===== src/rtl/uart_receiver_if.sv =====
`default_nettype none
// ============================================================================
// Module   : uart_receiver_if
// Brief    : Serial line and byte-result signals of the UART receiver.
// Revision : 1.0 - initial release
// ============================================================================
interface uart_receiver_if;
    logic       i_rx_serial;
    logic [7:0] o_rx_byte;
    logic       o_rx_dv;
    logic       o_rx_framing_err;
    logic       o_rx_active;

    modport slave (
        input  i_rx_serial,
        output o_rx_byte,
        output o_rx_dv,
        output o_rx_framing_err,
        output o_rx_active
    );

    modport master (
        output i_rx_serial,
        input  o_rx_byte,
        input  o_rx_dv,
        input  o_rx_framing_err,
        input  o_rx_active
    );
endinterface
`default_nettype wire


===== src/rtl/uart_receiver.sv =====
`default_nettype none
// ============================================================================
// Module   : uart_receiver
// Brief    : 8N1 UART receiver, LSB first, mid-bit sampling, framing check.
// Revision : 1.0 - initial release
// ============================================================================
module uart_receiver #(
    parameter int CYCLES_PER_BIT = 217
) (
    input wire              i_clk,
    input wire              i_rst,
    uart_receiver_if.slave  bus
);

    localparam int                 c_CNT_W   = $clog2(CYCLES_PER_BIT);
    localparam logic [c_CNT_W-1:0] c_HALF    = c_CNT_W'((CYCLES_PER_BIT - 1) / 2);
    localparam logic [c_CNT_W-1:0] c_LAST    = c_CNT_W'(CYCLES_PER_BIT - 1);
    localparam int                 c_STATE_W = 3;

    typedef enum logic [c_STATE_W-1:0] {
        S_IDLE  = 3'd0,
        S_START = 3'd1,
        S_DATA  = 3'd2,
        S_STOP  = 3'd3,
        S_BREAK = 3'd4
    } state_t;

    state_t               r_state;
    logic [1:0]           r_sync;
    logic [c_CNT_W-1:0]   r_count;
    logic [2:0]           r_bit_count;
    logic [7:0]           r_shift;
    logic [7:0]           r_rx_byte;
    logic                 r_rx_dv;
    logic                 r_rx_framing_err;

    state_t               w_state_nxt;
    logic [c_CNT_W-1:0]   w_count_nxt;
    logic [2:0]           w_bit_count_nxt;
    logic [7:0]           w_shift_nxt;
    logic [7:0]           w_rx_byte_nxt;
    logic                 w_rx_dv_nxt;
    logic                 w_rx_framing_err_nxt;
    logic                 w_rx_s;

    assign w_rx_s = r_sync[1];

    always_ff @(posedge i_clk) begin
        if (i_rst) begin
            r_sync           <= 2'b11;
            r_state          <= S_IDLE;
            r_count          <= '0;
            r_bit_count      <= '0;
            r_shift          <= '0;
            r_rx_byte        <= '0;
            r_rx_dv          <= 1'b0;
            r_rx_framing_err <= 1'b0;
        end else begin
            r_sync           <= {r_sync[0], bus.i_rx_serial};
            r_state          <= w_state_nxt;
            r_count          <= w_count_nxt;
            r_bit_count      <= w_bit_count_nxt;
            r_shift          <= w_shift_nxt;
            r_rx_byte        <= w_rx_byte_nxt;
            r_rx_dv          <= w_rx_dv_nxt;
            r_rx_framing_err <= w_rx_framing_err_nxt;
        end
    end

    always_comb begin
        w_state_nxt          = r_state;
        w_count_nxt          = r_count;
        w_bit_count_nxt      = r_bit_count;
        w_shift_nxt          = r_shift;
        w_rx_byte_nxt        = r_rx_byte;
        w_rx_dv_nxt          = 1'b0;
        w_rx_framing_err_nxt = 1'b0;

        case (r_state)
            S_IDLE: begin
                if (!w_rx_s) begin
                    w_state_nxt = S_START;
                    w_count_nxt = '0;
                end
            end
            S_START: begin
                // A start bit still low at its centre is genuine; otherwise it was a glitch
                if (r_count == c_HALF) begin
                    w_count_nxt = '0;
                    if (!w_rx_s) begin
                        w_state_nxt     = S_DATA;
                        w_bit_count_nxt = '0;
                    end else begin
                        w_state_nxt = S_IDLE;
                    end
                end else begin
                    w_count_nxt = r_count + c_CNT_W'(1);
                end
            end
            S_DATA: begin
                if (r_count == c_LAST) begin
                    w_count_nxt = '0;
                    w_shift_nxt = {w_rx_s, r_shift[7:1]};
                    if (r_bit_count == 3'd7) begin
                        w_state_nxt = S_STOP;
                    end else begin
                        w_bit_count_nxt = r_bit_count + 3'd1;
                    end
                end else begin
                    w_count_nxt = r_count + c_CNT_W'(1);
                end
            end
            S_STOP: begin
                if (r_count == c_LAST) begin
                    w_count_nxt = '0;
                    if (w_rx_s) begin
                        w_rx_byte_nxt = r_shift;
                        w_rx_dv_nxt   = 1'b1;
                        w_state_nxt   = S_IDLE;
                    end else begin
                        w_rx_framing_err_nxt = 1'b1;
                        w_state_nxt          = S_BREAK;
                    end
                end else begin
                    w_count_nxt = r_count + c_CNT_W'(1);
                end
            end
            S_BREAK: begin
                if (w_rx_s) begin
                    w_state_nxt = S_IDLE;
                end
            end
            default: begin
                w_state_nxt = S_IDLE;
            end
        endcase
    end

    assign bus.o_rx_byte        = r_rx_byte;
    assign bus.o_rx_dv          = r_rx_dv;
    assign bus.o_rx_framing_err = r_rx_framing_err;
    assign bus.o_rx_active      = (r_state == S_START) || (r_state == S_DATA) || (r_state == S_STOP);

endmodule
`default_nettype wire


===== src/flat_wrapper.sv =====
// flat-port wrapper written by rule: the top's interface ports become plain ports
module uart_receiver_flat 
#(
    parameter int CYCLES_PER_BIT = 217
)
  (i_clk, i_rst, bus_i_rx_serial, bus_o_rx_byte, bus_o_rx_dv, bus_o_rx_framing_err, bus_o_rx_active);
  uart_receiver_if bus_i ();
  input wire i_clk;
  input wire i_rst;
  input wire logic [$bits(bus_i.i_rx_serial)-1:0] bus_i_rx_serial;
  output wire logic [$bits(bus_i.o_rx_byte)-1:0] bus_o_rx_byte;
  output wire logic [$bits(bus_i.o_rx_dv)-1:0] bus_o_rx_dv;
  output wire logic [$bits(bus_i.o_rx_framing_err)-1:0] bus_o_rx_framing_err;
  output wire logic [$bits(bus_i.o_rx_active)-1:0] bus_o_rx_active;
  assign bus_i.i_rx_serial = bus_i_rx_serial;
  assign bus_o_rx_byte = bus_i.o_rx_byte;
  assign bus_o_rx_dv = bus_i.o_rx_dv;
  assign bus_o_rx_framing_err = bus_i.o_rx_framing_err;
  assign bus_o_rx_active = bus_i.o_rx_active;
  uart_receiver #(.CYCLES_PER_BIT(CYCLES_PER_BIT)) u_core (.i_clk(i_clk), .i_rst(i_rst), .bus(bus_i));
endmodule

===== config.mk =====
export PLATFORM = sky130hd
export DESIGN_NAME = uart_receiver_flat
export DESIGN_NICKNAME = d
export VERILOG_FILES = /design/src/rtl/uart_receiver_if.sv /design/src/rtl/uart_receiver.sv /design/src/flat_wrapper.sv
export SDC_FILE = /design/constraint.sdc
export NUM_CORES = 1
export LEC_CHECK = 0
export CAP_MARGIN = 0
export CORE_MARGIN = 3
export CORE_UTILIZATION = 53
export CTS_CLUSTER_DIAMETER = 150
export DETAILED_ROUTE_END_ITERATION = 6
export PLACE_DENSITY = 0.86
export SLEW_MARGIN = 20
export SYNTH_ARGS = -nofsm -noshare
export SYNTH_HDL_FRONTEND = slang
export SYNTH_SLANG_ARGS = --single-unit

===== constraint.sdc =====
create_clock -name i_clk -period 5.1 [get_ports i_clk]
set_input_delay 1.275 -clock i_clk [delete_from_list [all_inputs] [get_ports i_clk]]
set_output_delay 1.275 -clock i_clk [all_outputs]
set_load 0.1 [all_outputs]

# == Yosys cells after proc, flatten, opt, wreduce, memory -nomap -nowiden ==
# Cells that the tools add are included.
# word_totals
register_bits,34
out_inout_bits,11
# classes
addsub,2
n_eq_ne,15
mux,20
bitwise,2
n_reduce_logical,12
# ops
op,count
3-bit 2-to-1 mux,11
8-bit 2-to-1 mux,3
8-bit case mux with 3 select lines,1
3-bit case mux with 5 select lines,1
"2-bit by 1-bit inequality test with 1-bit output, second input constant",5
"8-bit by 1-bit adder with 8-bit output, second input constant",1
"8-bit by 7-bit equality test with 1-bit output, second input constant",1
"8-bit equality test, second input constant",1
"3-bit by 2-bit equality test with 1-bit output, second input constant",2
"3-bit equality test, second input constant",2
"2-bit inequality test, second input constant",3
3-bit case mux with 2 select lines,1
6-bit AND reduction,1
5-bit AND reduction,1
2-bit AND reduction,2
"3-bit by 1-bit adder with 3-bit output, second input constant",1
"3-bit by 1-bit equality test with 1-bit output, second input constant",1
3-bit zero test,1
3-bit AND reduction,1
3-bit nonzero test,1
3-bit OR reduction,1
1-bit logical OR,2
1-bit 2-to-1 mux,2
2-bit 2-to-1 mux,1
other kinds (3),4

# == Depth between registers and ports, before layout ==
# Gate-level depths: netlist of the first run.
# depth
depth_word,4
depth_mapped,7
mapped_depth_nobuf,6

# == Worst setup path after synthesis of the first run ==
# No wires, ideal clock.
# synth_timing
path_type,register to output
from,reg u_core.r_state[0]
to,out bus_o_rx_active
arrival_ns,1.753
t_required_ns,3.825
slack_ns,2.072
stages_incl_launch_ff,3
cell_sequence,dfxtp_1 -> nor2_1 -> nor2_1
# synth_via
elab_chain_len,3
# synth_rtl
item,line_no,source
from (decl),uart_receiver.sv:28,state_t r_state;
from (signal assigned),uart_receiver.sv:60,r_state <= w_state_nxt;
3-bit by 1-bit equality test with 1-bit output or 3-bit by 2-bit equality test with 1-bit output (tied branches),uart_receiver.sv:142,assign bus.o_rx_active = (r_state == S_START) || (r_state == S_DATA) || (r_state == S_STOP);
1-bit logical OR,uart_receiver.sv:142,
1-bit logical OR (*),uart_receiver.sv:142,
to (decl),flat_wrapper.sv:14,output wire logic [$bits(bus_i.o_rx_active)-1:0] bus_o_rx_active;
# Mark *: on every way between the ends. The rest lies on a longest branch, timed or not.

# == Final worst setup path of the first run ==
# Ends and elaborated chain as after synthesis.

==> flow_summary_export.csv, run 1 <==
group,metric,value,unit
run_status,result_of_the_run,"complete, no violations",
timing,setup_repair_after_global_routing_missed_its_margin,"no",
detailed_routing,vias,1226,
clock_tree,clock_pin_slew_worst_setup_and_hold_paths,0.10,ns
layout,antenna_cells_inserted,0,
clock_tree,h_tree_depth,2,
logic_synthesis,syn_avg_cell_area,9.04,µm²
global_route,grt_usage,18.9,%
floorplan,design.die.area,3500,µm²
clock_tree,cts-resized-gates,0,
worst_setup_path,cp_data_required_time,3.83,ns
placed_design,place.port_buffers,13,
timing,postLayoutSetupSlackWorst,1.68,ns
worst_setup_path,worstRegToRegCells,6,
flow_run,max_cap_viol_count,0,
clock_tree,clockRootBuffer,"clkbuf_4",
clock_tree,number_of_post_cts_setup_repair_buffers,0,
power_and_ir_drop,clock_power_share,41.8,%
power_and_ir_drop,netSwitchingFraction,20.5,%
detailed_routing,vias_per_cell,5.84,
logic_synthesis,yosysSeqAreaShare,45.4,%
logic_synthesis,yosys.area_share.adder,3.34,%
clock_tree,cts_tree,"yes",
timing,period_minus_slack,3.42,ns
timing,finalCritPeriodShare,67.1,%
worst_setup_path,worst-path-max-fanout,8,
global_route,antenna_violations_before_repair,0,
global_route,leftover_overflow_at_the_end_of_global_routing,0,
logic_synthesis,synth.lib_cells_used.distinct,34,
logic_synthesis,async_flop_share,0,%
clock_tree,cts-hold-fix-buffers,0,
worst_setup_path,critical_path.endpoint_type,"output port",
power_and_ir_drop,net-switching-power,0.0993,mW
timing,max-slew-margin-rel,34.3,%
layout,layout_commonest_cell,"dfxtp_1",
worst_setup_path,worstSetupPathType,"flip-flop to output port",
logic_synthesis,synth-edff-count,0,
detailed_routing,wl_per_cell,14.6,µm
floorplan,core_area,2590,µm²
layout,layout-drive-gt1-share,8.33,%
power_and_ir_drop,max_rail_drop_vdd,0.000254,V
clock_tree,tritoncts_num_sinks,34,
logic_synthesis,yosys.area_share.xor_xnor,0,%
timing,timing.setup.tns,0,ns
worst_hold_path,worst_hold_path_type,"flip-flop to flip-flop",
clock_tree,cts-root-to-sink-buffers,2,
clock_tree,cts_inserted_buffers,5,
logic_synthesis,gate_count_of_the_mapped_netlist,166,
floorplan,die_w,59.2,µm
logic_synthesis,ys_seq_elements,34,
worst_setup_path,cp-start-kind,"flip-flop",
layout,syn_to_final_growth,14.9,%
timing,worstMarginPinSlew,0.983,ns
placed_design,globalplace.congestion,0.884,
detailed_routing,detailedRoute.firstIterationViolations,92,
logic_synthesis,warnings_from_yosys,0,
worst_setup_path,arrival_time_of_the_worst_setup_path,2.14,ns
floorplan,die_h,59.2,µm
detailed_routing,number_of_remaining_drc_errors,0,
global_route,grt_most_used_layer,"met2",
layout,finalNonFillerCells,210,
detailed_routing,drt-total-wl,3060,µm
global_route,met3_usage,5.23,%
timing,finalHoldViolCount,0,
global_route,grt_max_degree,35,
timing,finalClockSkew,0.0113,ns
power_and_ir_drop,combPwrFrac,2.8,%
timing,setup_viol,0,
logic_synthesis,mappedNetlistNets,173,
global_route,met1_usage,24.3,%
floorplan,initial_utilization,57.9,%
placed_design,post_dp_cell_area,1650,µm²
logic_synthesis,synth_top_family_by_area,"simple AND/OR/NAND/NOR gates",
placed_design,dp_cells,203,
timing,fmaxAchievable,292,MHz
floorplan,std_cell_rows,18,
logic_synthesis,synthFlopType,"dfxtp_1",
placed_design,dpl.hpwl,2110,µm
layout,layout.cell_area.non_filler,1720,µm²
power_and_ir_drop,pwr_density_cell,281,nW/µm²
logic_synthesis,synth.area.mux_share,10.7,%
placed_design,place_ws,2.05,ns
worst_hold_path,min_path_cells,1,
power_and_ir_drop,p_leak,0.574,nW
logic_synthesis,synth.cell_area,1500,µm²
floorplan,pin_count,14,
detailed_routing,drt-pass1-iter-count,4,
layout,net_total_in_the_final_layout,187,
logic_synthesis,synth-compound-area-share,11.8,%
detailed_routing,postRouteAntennaNets,0,
timing,report.final.slew_viol_count,0,
logic_synthesis,yosys.area_share.simple,25.4,%
clock_tree,clk-insertion-delay-late,0.34,ns
power_and_ir_drop,power.share.sequential,55.4,%
global_route,first_global_vias,1108,
layout,layout_common_cells,"dfxtp_1, nor2_1, mux2i_1",
global_route,use_met2,29.5,%
global_route,grt_pass1_wl,4960,µm
power_and_ir_drop,power_report.internal_total,0.385,mW
==> path summary, 6_finish.rpt <==
kind              slack [ns]               from                end
setup / recovery        1.68  u_core.r_state[0]    bus_o_rx_active
hold / removal          0.43   u_core.r_sync[0]   u_core.r_sync[1]
setup reg to reg        2.92  u_core.r_count[0]  u_core.r_count[5]
hold reg to reg         0.43   u_core.r_sync[0]   u_core.r_sync[1]
==> logic make-up (layout without fill, tap and decap cells) <==
kind of cell | Yosys count | count (layout)
compound gates | 29 | 29
simple gates | 72 | 72
mux | 16 | 16
fa+ha+maj | 4 | 4
flops | 34 | 34
buf+inv | 11 | 25
==> stage by stage <==
stage / hold slack (ns) / util, % / power, mW
2_1_floorplan: 0.389 / - / 0.284
3_3_place_gp: 0.392 / 63.6 / 0.287
3_5_place_dp: 0.414 / 63.6 / 0.288
4_1_cts: 0.438 / 66.8 / 0.488
5_1_grt: 0.459 / 66.6 / 0.502
6_report: 0.433 / 66.6 / 0.484
==> synth_stat cells, types with 2 or more instances <==
| library cell | instances | area, µm² |
|---|---|---|
| nand2_1 | 11 | 41.3 |
| buf_4 | 3 | 22.5 |
| clkbuf_1 | 5 | 18.8 |
| nand4_1 | 2 | 12.5 |
| ha_1 | 4 | 50.1 |
| nor2_1 | 25 | 93.8 |
| and2_1 | 2 | 12.5 |
| dfxtp_1 | 34 | 681 |
| o22ai_1 | 5 | 31.3 |
| nand3_1 | 6 | 30.0 |
| or2_2 | 2 | 12.5 |
| inv_1 | 3 | 11.3 |
| nor4_1 | 3 | 18.8 |
| or3b_1 | 3 | 26.3 |
| mux2i_1 | 16 | 160 |
| nor2b_1 | 4 | 25.0 |
| a21oi_1 | 13 | 65.1 |
| nand3b_1 | 2 | 15.0 |
| o21ai_1 | 5 | 25.0 |
| nor3_1 | 4 | 20.0 |
==> critical path, cell delays in order, from the launching register on <==
cell             delay [ns]
dfxtp_1                0.47
nor2_1                 0.11
nor2_1                 0.10
clkdlybuf4s50_1        1.13
==> sequential cells by signal, indices dropped and copies added, names as in the netlist <==
signal	cells
u_core.bus.o_rx_byte	8
u_core.r_count	8
u_core.r_shift	8
u_core.r_bit_count	3
u_core.r_state	3
u_core.r_sync	2
u_core.bus.o_rx_dv	1
u_core.bus.o_rx_framing_err	1
==> per-layer routing <==
layer	vias to the layer above	wire length (µm)
met5	-	0
met4	0	52
met3	8	142
met2	35	1470
met1	566	1400
li1	617	-
==> final cells by class <==
type	instances	area (µm²)
Clock buffer	6	51.3
Clock inverter	1	30.0
Fill cell	204	866
Inverter	3	11.3
Multi-Input combinational cell	121	773
Sequential cell	34	681
Tap cell	30	37.5
Timing Repair Buffer	15	140
==> power groups by stage <==
stage	Sequential (mW)	Clock, mW	Combinational [mW]
detailed placement	0.274	0	0.0140
global placement	0.274	0	0.0133
floorplan	0.274	0	0.0107
finish	0.268	0.202	0.0137
global route	0.269	0.219	0.0149
CTS	0.268	0.206	0.0140
No activity file was read; power rests on OpenSTA's default activity.
==> run 2, diff against run 1 <==
==> constraint.sdc (replaced) <==
create_clock -name i_clk -period 3.45 [get_ports i_clk]
set_input_delay 0.8625 -clock i_clk [delete_from_list [all_inputs] [get_ports i_clk]]
set_output_delay 0.8625 -clock i_clk [all_outputs]
set_load 0.1 [all_outputs]
==> run 2 against run 1 <==
  * Via count is 2.4% higher
  * Combinational power is 58% higher
  * First-iteration DRC count is 34% higher
  * Sequential power is 48% higher
  * Worst hold slack better by 0.010 ns
  * Design area is 2.1% lower
  * Global-route usage is 0.21 points higher
  * Clock-buffer cell count is 1 higher
  * Sequential share of layout area is 0.85 points higher
  * Sequential cell count stayed put
  * Wire length hardly changed
  * Largest cell class unchanged
  * Largest power group unchanged
  * Highest routed layer unchanged
==> flow_summary_export.csv, run 2 (synthesis results as in run 1) <==
group,metric,value,unit
timing,finalHoldViolCount,0,
global_route,grt_max_degree,19,
detailed_routing,vias,1255,
layout,net_total_in_the_final_layout,188,
floorplan,initial_utilization,57.9,%
clock_tree,cts-resized-gates,0,
worst_hold_path,worst_hold_path.endpoint,"u_core.r_sync[1]",
timing,report.final.slew_viol_count,0,
detailed_routing,wl_per_cell,14.4,µm
floorplan,die_w,59.2,µm
detailed_routing,drt-total-wl,3060,µm
layout,antenna_cells_inserted,0,
timing,finalCritPeriodShare,64.6,%
floorplan,std_cell_rows,18,
worst_setup_path,critical_path_cell_by_cell,"inv_1 > ha_1 > and4b_1 > a21oi_1 > o21ai_1 > a221oi_2",
global_route,first_global_vias,1165,
clock_tree,clk-insertion-delay-late,0.32,ns
worst_setup_path,crit-reg2reg-capture,"u_core.r_count[5]",
detailed_routing,postRouteAntennaNets,0,
clock_tree,h_tree_depth,2,
global_route,leftover_overflow_at_the_end_of_global_routing,0,
worst_setup_path,worst-path-max-fanout,11,
clock_tree,tritoncts_num_sinks,34,
flow_run,max_cap_viol_count,0,
worst_hold_path,worstHoldStart,"u_core.r_sync[0]",
detailed_routing,drt-pass1-iter-count,4,
worst_setup_path,worstRegToRegCells,6,
timing,max-slew-margin-rel,35.2,%
detailed_routing,vias_per_cell,5.92,
global_route,grt_usage,19.1,%
timing,worstMarginPinSlew,0.972,ns
timing,finalClockSkew,0.0106,ns
worst_setup_path,worstSetupPathType,"flip-flop to flip-flop",
clock_tree,cts_inserted_buffers,5,
detailed_routing,number_of_remaining_drc_errors,0,
clock_tree,cts_tree,"yes",
floorplan,die_h,59.2,µm
worst_hold_path,worst_hold_path_type,"flip-flop to flip-flop",
placed_design,place.port_buffers,13,
power_and_ir_drop,combPwrFrac,3.4,%
timing,fmaxAchievable,449,MHz
worst_hold_path,min_path_cells,1,
layout,syn_to_final_growth,12.5,%
layout,layout_commonest_cell,"dfxtp_1",
power_and_ir_drop,clock_power_share,34.8,%
power_and_ir_drop,max_rail_drop_vdd,0.000319,V
placed_design,dpl.hpwl,2160,µm
timing,postLayoutSetupSlackWorst,1.22,ns
clock_tree,cts-root-to-sink-buffers,2,
worst_setup_path,cp-start-kind,"flip-flop",
clock_tree,clock_pin_slew_worst_setup_and_hold_paths,0.10,ns
worst_setup_path,r2r_slack,1.22,ns
worst_setup_path,rr_startpoint,"u_core.r_count[0]",
timing,period_minus_slack,2.23,ns
power_and_ir_drop,net-switching-power,0.141,mW
placed_design,globalplace.congestion,0.864,
power_and_ir_drop,power_report.internal_total,0.500,mW
power_and_ir_drop,power.share.sequential,61.8,%
floorplan,core_area,2590,µm²
worst_setup_path,cp_data_required_time,3.69,ns
detailed_routing,detailedRoute.firstIterationViolations,123,
clock_tree,clockRootBuffer,"clkbuf_4",
clock_tree,cts-hold-fix-buffers,0,
placed_design,place_ws,1.07,ns
layout,layout-drive-gt1-share,14.3,%
power_and_ir_drop,p_leak,0.592,nW
global_route,antenna_violations_before_repair,0,
timing,setup_viol,0,
clock_tree,number_of_post_cts_setup_repair_buffers,0,
layout,layout_common_cells,"dfxtp_1, nor2_1, mux2i_1",
worst_setup_path,slowest_stage_cell_cp,"a21oi_1",
worst_setup_path,arrival_time_of_the_worst_setup_path,2.47,ns
timing,setup_repair_after_global_routing_missed_its_margin,"no",
floorplan,pin_count,14,
power_and_ir_drop,netSwitchingFraction,22.0,%
worst_setup_path,crit_path_max_incr_delay,0.78,ns
timing,timing.setup.tns,0,ns
power_and_ir_drop,pwr_density_cell,380,nW/µm²
floorplan,design.die.area,3500,µm²
worst_setup_path,critical_path.endpoint_type,"flip-flop",
global_route,grt_pass1_wl,5150,µm
run_status,result_of_the_run,"complete, no violations",
run 2: changes by cell type in the layout (fill, tap and decap cells not counted), sizes merged:
cell           delta
buf              +11
bufinv            -1
clkinv            +1
clkbuf            +1
clkdlybuf4s50    -10
run 2: per-layer routing:
| metal | vias to the layer above | track usage [%] | wire (µm) |
|---|---|---|---|
| met5 | - | 0 | 0 |
| met4 | 0 | 6.15 | 39 |
| met3 | 7 | 5.88 | 111 |
| met2 | 24 | 31.5 | 1570 |
| met1 | 607 | 23.5 | 1340 |
| li1 | 617 | - | - |
run 2: worst max path at each step:
stage	from	endpoint	slack (ns)	depth (start not counted)
after detailed placement	i_rst	u_core.r_sync[0]	1.07	3
after global placement	i_rst	u_core.r_sync[0]	1.10	3
after global routing	u_core.r_count[0]	u_core.r_count[5]	1.08	6
after floorplan	u_core.r_state[0]	bus_o_rx_active	0.83	2
after CTS	u_core.r_count[0]	u_core.r_count[5]	1.27	6
final	u_core.r_count[0]	u_core.r_count[5]	1.22	6
run 2: final cells by class:
class	instances	area, µm²
fillers	209	902
multi-input cells	121	773
flip-flops and latches	34	681
repair buffers	16	125
clock buffers	7	55.1
well taps	30	37.5
inverters	3	11.3
clock inverters	1	5.00
run 2: through the flow:
stage | instances | power, mW | hold WS, ns | util [%] | cell area, µm²
floorplan | 166 | 0.421 | 0.389 | - | 1500
global placement | 204 | 0.425 | 0.398 | 62.9 | 1630
detailed placement | 204 | 0.427 | 0.402 | 62.9 | 1630
CTS | 212 | 0.648 | 0.435 | 65.2 | 1690
global route | 212 | 0.670 | 0.470 | 65.2 | 1690
finish | 212 | 0.641 | 0.444 | 65.2 | 1690
run 2: critical path, delay by kind of cell, from the launching register on:
kind	cells	cell delay (ns)
AO/OA/AOI/OAI	3	1.23
adder cells (fa/ha/maj)	1	0.23
buffers and inverters	1	0.07
flip-flops	1	0.38
AND/OR/NAND/NOR	1	0.24
run 2: power groups by stage:
stage	sequential, mW	combinational (mW)	clock, mW
floorplan	0.405	0.0158	0
global placement	0.405	0.0202	0
detailed placement	0.405	0.0212	0
CTS	0.396	0.0214	0.230
global route	0.397	0.0235	0.249
finish	0.396	0.0217	0.223
